--- config.mk ---
export PLATFORM = sky130hd
export DESIGN_NAME = despachador_solicitudes
export DESIGN_NICKNAME = d
export VERILOG_FILES = /design/src/rtl/despachador_solicitudes.sv
export SDC_FILE = /design/constraint.sdc
export NUM_CORES = 1
export LEC_CHECK = 0
export ABC_AREA = 1
export BUFFER_PORTS_ARGS = -buffer_cell sky130_fd_sc_hd__buf_2
export CAP_MARGIN = 20
export CORE_MARGIN = 2
export CORE_UTILIZATION = 59
export DETAILED_ROUTE_END_ITERATION = 8
export PLACE_DENSITY = 0.81
export SLEW_MARGIN = 20
export SYNTH_ARGS = -nofsm -noshare
export SYNTH_HDL_FRONTEND = slang
export SYNTH_SLANG_ARGS = --single-unit
export TNS_END_PERCENT = 5
--- constraint.sdc ---
create_clock -name clk -period 2.4 [get_ports clk]
set_input_delay 0.36 -clock clk [delete_from_list [all_inputs] [get_ports clk]]
set_output_delay 0.36 -clock clk [all_outputs]
set_load 0.02 [all_outputs]
--- src/rtl/despachador_solicitudes.sv ---
// Elevator request dispatcher: walks the pending-request bitmap in SCAN order,
// moves the car floor by floor, opens the door and pulses a per-floor clear mask.
module despachador_solicitudes #(
  parameter int N_PISOS  = 8,
  parameter int T_VIAJE  = 4,
  parameter int T_PUERTA = 6
) (
  input  logic                       clk,
  input  logic                       reset,
  input  logic [N_PISOS-1:0]         solicitudes,
  output logic [N_PISOS-1:0]         atendido,
  output logic [$clog2(N_PISOS)-1:0] piso_actual,
  output logic                       subiendo,
  output logic                       moviendo,
  output logic                       puerta_abierta
);

  localparam int PW    = $clog2(N_PISOS);
  localparam int T_MAX = (T_VIAJE > T_PUERTA) ? T_VIAJE : T_PUERTA;
  localparam int TW    = $clog2(T_MAX + 1);

  localparam logic [1:0] REPOSO   = 2'd0;
  localparam logic [1:0] SUBIENDO = 2'd1;
  localparam logic [1:0] BAJANDO  = 2'd2;
  localparam logic [1:0] PUERTA   = 2'd3;

  logic [1:0]         state_reg;
  logic [TW-1:0]      timer_reg;
  logic [PW:0]        piso_ext;
  logic [PW-1:0]      piso_sig;
  logic [N_PISOS-1:0] arriba_bits, abajo_bits, lejos_arriba_bits, lejos_abajo_bits;
  logic [N_PISOS-1:0] onehot_actual, onehot_sig;
  logic               arriba, abajo, en_piso, mas_alla;

  assign piso_ext = {1'b0, piso_actual};

  // "lejos" terms look past the floor about to be reached, deciding whether to keep going.
  genvar gi;
  generate
    for (gi = 0; gi < N_PISOS; gi++) begin : g_piso
      localparam logic [PW:0] IDX = (PW + 1)'(gi);
      assign arriba_bits[gi]       = solicitudes[gi] && (IDX > piso_ext);
      assign abajo_bits[gi]        = solicitudes[gi] && (IDX < piso_ext);
      assign lejos_arriba_bits[gi] = solicitudes[gi] && (IDX > piso_ext + (PW + 1)'(1));
      assign lejos_abajo_bits[gi]  = solicitudes[gi] && (IDX + (PW + 1)'(1) < piso_ext);
    end
  endgenerate

  assign arriba        = |arriba_bits;
  assign abajo         = |abajo_bits;
  assign en_piso       = solicitudes[piso_actual];
  assign piso_sig      = subiendo ? piso_actual + PW'(1) : piso_actual - PW'(1);
  assign mas_alla      = subiendo ? |lejos_arriba_bits : |lejos_abajo_bits;
  assign onehot_actual = N_PISOS'(1) << piso_actual;
  assign onehot_sig    = N_PISOS'(1) << piso_sig;

  always_ff @(posedge clk) begin
    if (reset) begin
      state_reg      <= REPOSO;
      timer_reg      <= '0;
      piso_actual    <= '0;
      subiendo       <= 1'b1;
      moviendo       <= 1'b0;
      puerta_abierta <= 1'b0;
      atendido       <= '0;
    end else begin
      atendido <= '0;
      case (state_reg)
        REPOSO: begin
          timer_reg <= '0;
          if (en_piso) begin
            state_reg      <= PUERTA;
            puerta_abierta <= 1'b1;
            atendido       <= onehot_actual;
          end else if (arriba && (subiendo || !abajo)) begin
            state_reg <= SUBIENDO;
            subiendo  <= 1'b1;
            moviendo  <= 1'b1;
          end else if (abajo) begin
            state_reg <= BAJANDO;
            subiendo  <= 1'b0;
            moviendo  <= 1'b1;
          end
        end
        SUBIENDO, BAJANDO: begin
          if (timer_reg == TW'(T_VIAJE - 1)) begin
            timer_reg   <= '0;
            piso_actual <= piso_sig;
            if (solicitudes[piso_sig]) begin
              state_reg      <= PUERTA;
              moviendo       <= 1'b0;
              puerta_abierta <= 1'b1;
              atendido       <= onehot_sig;
            end else if (!mas_alla) begin
              state_reg <= REPOSO;
              moviendo  <= 1'b0;
            end
          end else begin
            timer_reg <= timer_reg + TW'(1);
          end
        end
        default: begin
          // The request is still visible while its own clear pulse is out; only a later press reopens.
          if (en_piso && (atendido == '0)) begin
            timer_reg <= '0;
            atendido  <= onehot_actual;
          end else if (timer_reg == TW'(T_PUERTA - 1)) begin
            state_reg      <= REPOSO;
            puerta_abierta <= 1'b0;
            timer_reg      <= '0;
          end else begin
            timer_reg <= timer_reg + TW'(1);
          end
        end
      endcase
    end
  end

endmodule

==> results of run 1 <==
-- metal layers --
metal / track usage, % / vias to the layer above / part of all wire [%]
met5: 0 / - / 0
met4: 8.51 / 0 / 1.2
met3: 6.93 / 12 / 9.5
met2: 45.0 / 101 / 45
met1: 38.8 / 948 / 44
li1: - / 1074 / -
-- cell type report --
| type | count | area [um^2] |
|---|---|---|
| Sequential cell | 19 | 380 |
| Timing Repair Buffer | 28 | 153 |
| Tap cell | 44 | 55.1 |
| Clock inverter | 1 | 5.00 |
| Inverter | 42 | 160 |
| Fill cell | 315 | 982 |
| Multi-Input combinational cell | 256 | 1350 |
| Clock buffer | 3 | 22.5 |
-- placed cells by master, fill, tap and decap left out, types with 2 or more instances in the layout --
master,instances
nand4_1,2
clkbuf_4,3
nor3_1,4
nand2_4,2
a21oi_1,27
dfxtp_1,19
ha_1,16
buf_2,23
nand2_2,10
o21ai_1,6
inv_2,4
inv_1,36
nor2_2,5
nor2_1,34
buf_4,5
nand2_1,103
nand3_2,5
nand3_1,17
o21ai_0,14
nor2_4,2
-- synth_stat cells (all sizes together), types with 2 or more instances --
master / n / area [um^2]
nor2: 41 / 181
clkbuf: 2 / 7.51
buf: 6 / 57.5
nand4: 2 / 12.5
nand3: 23 / 153
nand2: 115 / 472
o21ai: 20 / 100
nor3: 5 / 30.0
dfxtp: 19 / 380
ha: 16 / 200
inv: 41 / 156
a21oi: 28 / 144
-- per-stage QoR --
step	area [um^2]	setup slack, ns
final	2120	0.315
after detailed placement	2090	0.350
after CTS	2120	0.336
after global routing	2120	0.114
after floorplan	1950	0.227
after global placement	2090	0.363
-- power breakdown --
part	total [uW]	internal (uW)	leakage, uW	switching [uW]
clock network	161	62.2	0.0000177	98.9
registers	395	361	0.000154	33.2
logic	679	235	0.000924	445
-- cell families (layout without fill, tap and decap cells) --
group | after synthesis | in the layout
AND/OR/NAND/NOR | 189 | 189
flip-flops | 19 | 19
AO/OA/AOI/OAI | 51 | 51
buffers and inverters | 50 | 74
adder cells (fa/ha/maj) | 16 | 16
-- worst reg2reg max path, delay by kind of cell (launching register included) --
kind                     cells  cell delay [ns]
AND/OR/NAND/NOR              7             0.64
flip-flops                   1             0.46
buffers and inverters        2             0.35
AO/OA/AOI/OAI                3             0.32
adder cells (fa/ha/maj)      1             0.22
-- how the worst max path moves through the flow --
| stage | endpoint | slack [ns] | cells past startpoint |
|---|---|---|---|
| after detailed placement | moviendo | 0.35 | 13 |
| after global placement | moviendo | 0.36 | 13 |
| after CTS | moviendo | 0.34 | 13 |
| final | moviendo | 0.32 | 13 |
| after floorplan | state_reg[1] | 0.23 | 17 |
| after global routing | state_reg[1] | 0.11 | 15 |
==> run summary, run 1 <==
largest net degree at the start of global routing -> 19
CP Capture Type -> register
Critical Path, Cell by Cell -> buf_4, ha_1, inv_1, nor2_2, nor2_1, nand2_1, o21ai_1, nor2_1, nand2_1, o21ai_1, nor2_1, nand2_1, a21oi_1
complex-gate fraction of the synthesized area -> 14.2%
Post-CTS Setup Repair Bufs -> 0
clk_lat worst skew -> 0.30 ns
initial antenna violation count -> 0
reg2reg end -> moviendo
DRT iter0 DRCs -> 140
Power Total -> 1240 uW
hold path depth -> 2
IR drop worst, VDD -> 446 uV
Hold Vio Cnt, Final -> 0
CP Max Fanout -> 18
# rows -> 20
Layout Utilization -> 68.3%
vias in the first global route -> 1813
Clock Skew -> 0.00277 ns
Distinct cells, synth -> 33
Buf+Inv Stages, Crit Path -> 2
CTS tree -> done
Sink Count -> 19
Core Region -> 0.00310 mm^2
post_cts resized -> 0
#FFs+latches synth -> 19
Worst Hold End -> state_reg[0]
crit-path leading delay family -> simple AND/OR/NAND/NOR gates
hold slack -> 0.343 ns
Critical Path Start Type -> register
mean number of vias per cell -> 5.43
WL/cell -> 12.7 um
Root Buffer -> clkbuf_4
CTS Buffer Depth -> 2
Synth Flop Type -> dfxtp_1
cell area after synthesis -> 0.00195 mm^2
slowest CP cell -> dfxtp_1
total of warnings raised by yosys -> 0
syn_nets -> 351
nets@finish -> 376
post-synthesis adder-cell area fraction -> 10.3%
r2r startpoint -> piso_actual[0]
placed insts -> 389
HP Class -> in -> reg
Final GP Congestion -> 0.996
Crit. Startpoint -> piso_actual[0]
Pwr Density -> 582 mW/mm^2
Fmax -> 480 MHz
largest family of logic cells by synthesized area -> simple AND/OR/NAND/NOR gates
die area -> 0.00378 mm^2
Max Cap Violations -> 0
Final ANT Viol Nets -> 0
Remaining DRCs -> 0
layout cell share with drive strength beyond 1 -> 18.9%
Worst EP required -> 2.60 ns
HP Start -> reset
internal reg-to-reg setup slack -> 0.32 ns
cell count after synthesis -> 325
XOR/XNOR Fraction of Synth Area -> 0%
Worst-Margin Slew -> 0.420 ns
RSZ-0062 raised after global routing -> no
clock slew at reported path FFs -> 0.11 ns
via count -> 2135
status -> finished clean
setup TNS -> 0 ns
first-pass GRT wire length -> 8100 um
router iterations before antenna repair -> 7
Num CTS Buffers -> 3
Async SR Flop Fraction -> 0%
port bufs -> 23
register area share after synthesis -> 19.5%
CP max stage delay -> 0.46 ns
Largest register FFs -> 8
Final Critical Period -> 2.08 ns
Post-Layout Cell Count -> 393
EDFF count, synth -> 0
P&R area growth vs syn -> 8.72%
Starting Density -> 62.9%
Slew Viols, Final -> 0
hold buffer count at cts -> 0
grt total ovfl -> 0
Tcrit/Tclk final -> 86.9%
Simple-Gate Fraction of Synth Area -> 44.5%
Final setup viols -> 0
final WL -> 5000 um
WP data arrival -> 2.28 ns
Final HPWL DP -> 3890 um
Leak -> 0.00110 uW
CTS H-tree depth -> 1
multiplexer area fraction after synthesis -> 0%
# diodes -> 0
Die Height -> 61.5 um
syn_area_per_cell -> 6.00 um^2
I/O pins -> 24
worst setup path class -> reg -> reg
gr usage total -> 28.7%
slew margin rel. -> 72.0%
Reg2Reg Depth -> 13
chip width -> 61.5 um
Power figures use the tool's default switching activity.
==> run 2, diff against run 1 <==
--- a/config.mk
+++ b/config.mk
@@ -6,11 +6,11 @@
 export NUM_CORES = 1
 export LEC_CHECK = 0
 export ABC_AREA = 1
-export BUFFER_PORTS_ARGS = -buffer_cell sky130_fd_sc_hd__buf_2
 export CAP_MARGIN = 20
 export CORE_MARGIN = 2
-export CORE_UTILIZATION = 59
+export CORE_UTILIZATION = 65
 export DETAILED_ROUTE_END_ITERATION = 8
+export DONT_BUFFER_PORTS = 1
 export PLACE_DENSITY = 0.81
 export SLEW_MARGIN = 20
 export SYNTH_ARGS = -nofsm -noshare
==> constraint.sdc (replaced) <==
create_clock -name clk -period 2.5 [get_ports clk]
set_input_delay 0.375 -clock clk [delete_from_list [all_inputs] [get_ports clk]]
set_output_delay 0.375 -clock clk [all_outputs]
set_load 0.02 [all_outputs]
==> run summary, run 2 (same netlist as run 1, synthesis figures left out) <==
status -> finished with violations
failing checks -> design-rule violations
post_cts resized -> 0 (unchanged)
first-pass GRT wire length -> 8480 um (+4.7%)
initial antenna violation count -> 0 (unchanged)
router iterations before antenna repair -> 7 (unchanged)
Final HPWL DP -> 3980 um (+2.3%)
crit-path leading delay family -> simple AND/OR/NAND/NOR gates
Final ANT Viol Nets -> 0 (unchanged)
HP Class -> in -> reg
I/O pins -> 24 (unchanged)
Final GP Congestion -> 0.953 (-4.3%)
Worst EP required -> 2.70 ns (+0.10 ns)
Root Buffer -> clkbuf_4
worst setup path class -> reg -> reg
Core Region -> 0.00281 mm^2 (-9.6%)
Worst-Margin Slew -> 0.473 ns (+0.0537 ns)
Pwr Density -> 583 mW/mm^2 (+0.12%)
Clock Skew -> 0.00548 ns (+0.00272 ns)
RSZ-0062 raised after global routing -> no
fillers -> 265 (-16%)
Tcrit/Tclk final -> 89.6% (+2.8 points)
WP data arrival -> 2.44 ns (+0.16 ns)
nets@finish -> 351 (-6.6%)
CTS H-tree depth -> 1 (unchanged)
grt total ovfl -> 0 (unchanged)
Post-CTS Setup Repair Bufs -> 0 (unchanged)
final WL -> 5060 um (+1.3%)
Hold Vio Cnt, Final -> 0 (unchanged)
CTS tree -> done
slowest CP cell -> dfxtp_1
clk_lat worst skew -> 0.31 ns (about the same)
Sink Count -> 19 (unchanged)
CP Capture Type -> register
# rows -> 19 (-5.0%)
slew margin rel. -> 68.4% (-3.6 points)
Critical Path Start Type -> register
DRT iter0 DRCs -> 177 (+26%)
Leak -> 0.000979 uW (-11%)
Final setup viols -> 0 (unchanged)
via count -> 2069 (-3.1%)
area of the multi-input gates -> 0.00135 mm^2 (unchanged)
CTS Buffer Depth -> 2 (unchanged)
# diodes -> 0 (unchanged)
port bufs -> 0 (-100%)
Buf+Inv Stages, Crit Path -> 2 (unchanged)
WL/cell -> 14.3 um (+12%)
chip width -> 58.8 um (-4.4%)
Storage cell area -> 380 um^2 (unchanged)
mean number of vias per cell -> 5.83 (+7.3%)
Critical Path, Cell by Cell -> buf_4, ha_1, inv_1, nor2_2, nor2_1, nand2_1, o21ai_1, nor2_1, nand2_1, o21ai_1, nor2_1, nand2_1, a21oi_1
CP Max Fanout -> 16 (-2)
die area -> 0.00346 mm^2 (-8.6%)
Remaining DRCs -> 3 (+3)
Final Critical Period -> 2.24 ns (+0.156 ns)
Largest register FFs -> 8 (unchanged)
Max Cap Violations -> 0 (unchanged)
Fmax -> 446 MHz (-7.0%)
clock slew at reported path FFs -> 0.12 ns (about the same)
hold buffer count at cts -> 0 (unchanged)
Num CTS Buffers -> 3 (unchanged)
setup TNS -> 0 ns (unchanged)
hold slack -> 0.118 ns (-0.226 ns)
P&R area growth vs syn -> 1.22%
layout cell share with drive strength beyond 1 -> 12.7% (-6.3 points)
vias in the first global route -> 1928 (+6.3%)
Starting Density -> 69.5% (+6.7 points)
Die Height -> 58.8 um (-4.4%)
CP max stage delay -> 0.50 ns (+0.04 ns)
most frequent cells in the layout -> nand2_1, inv_1, nor2_1
largest net degree at the start of global routing -> 17 (-2)
Slew Viols, Final -> 0 (unchanged)
most common cell after layout, fill and taps aside -> nand2_1
gr usage total -> 31.7% (+3.0 points)
IR drop worst, VDD -> 747 uV (+67%)
run 2: layout make-up:
type	count	area share, %
well taps	31	1.96
clock buffers	3	1.14
inverters	42	8.11
flip-flops and latches	19	19.3
multi-input cells	256	68.1
clock inverters	1	0.253
repair buffers	3	1.14
run 2: report_power, final:
part / total, uW / internal (uW) / switching [uW]
logic: 578 / 206 / 372
registers: 412 / 347 / 64.5
clock network: 162 / 59.7 / 102
run 2: worst reg2reg max path, delay by kind of cell (launching register included):
kind | cells | cell delay, ns
fa+ha+maj | 1 | 0.21
simple gates | 7 | 0.72
buf+inv | 2 | 0.37
flops | 1 | 0.50
compound gates | 3 | 0.32
run 2: metal layers:
metal	track usage (%)	wire (um)	part of all wire (%)	vias to the layer above
met3	4.40	493	9.7	16
met4	7.47	102	2.0	0
met2	49.8	2230	44	116
li1	-	-	-	1023
met1	45.9	2230	44	914
met5	0	0	0	-
run 2: worst paths after layout:
| kind | startpoint | end | slack [ns] | depth (start not counted) |
|---|---|---|---|---|
| worst max-delay path | piso_actual[0] | moviendo | 0.26 | 13 |
| worst min-delay path | reset | state_reg[0] | 0.12 | 1 |
| worst max register to register | piso_actual[0] | moviendo | 0.26 | 13 |
| worst min register to register | state_reg[0] | state_reg[0] | 0.51 | 2 |
run 2: through the flow:
step / power, uW / util (%) / instances / setup WS (ns) / instance area (um^2)
finish: 1150 / 70.4 / 355 / 0.260 / 1970
global placement: 978 / 69.4 / 351 / 0.404 / 1950
detailed placement: 984 / 69.4 / 351 / 0.367 / 1950
global route: 1250 / 70.4 / 355 / 0.0836 / 1970
CTS: 1140 / 70.4 / 355 / 0.346 / 1970
floorplan: 882 / - / 325 / 0.327 / 1950
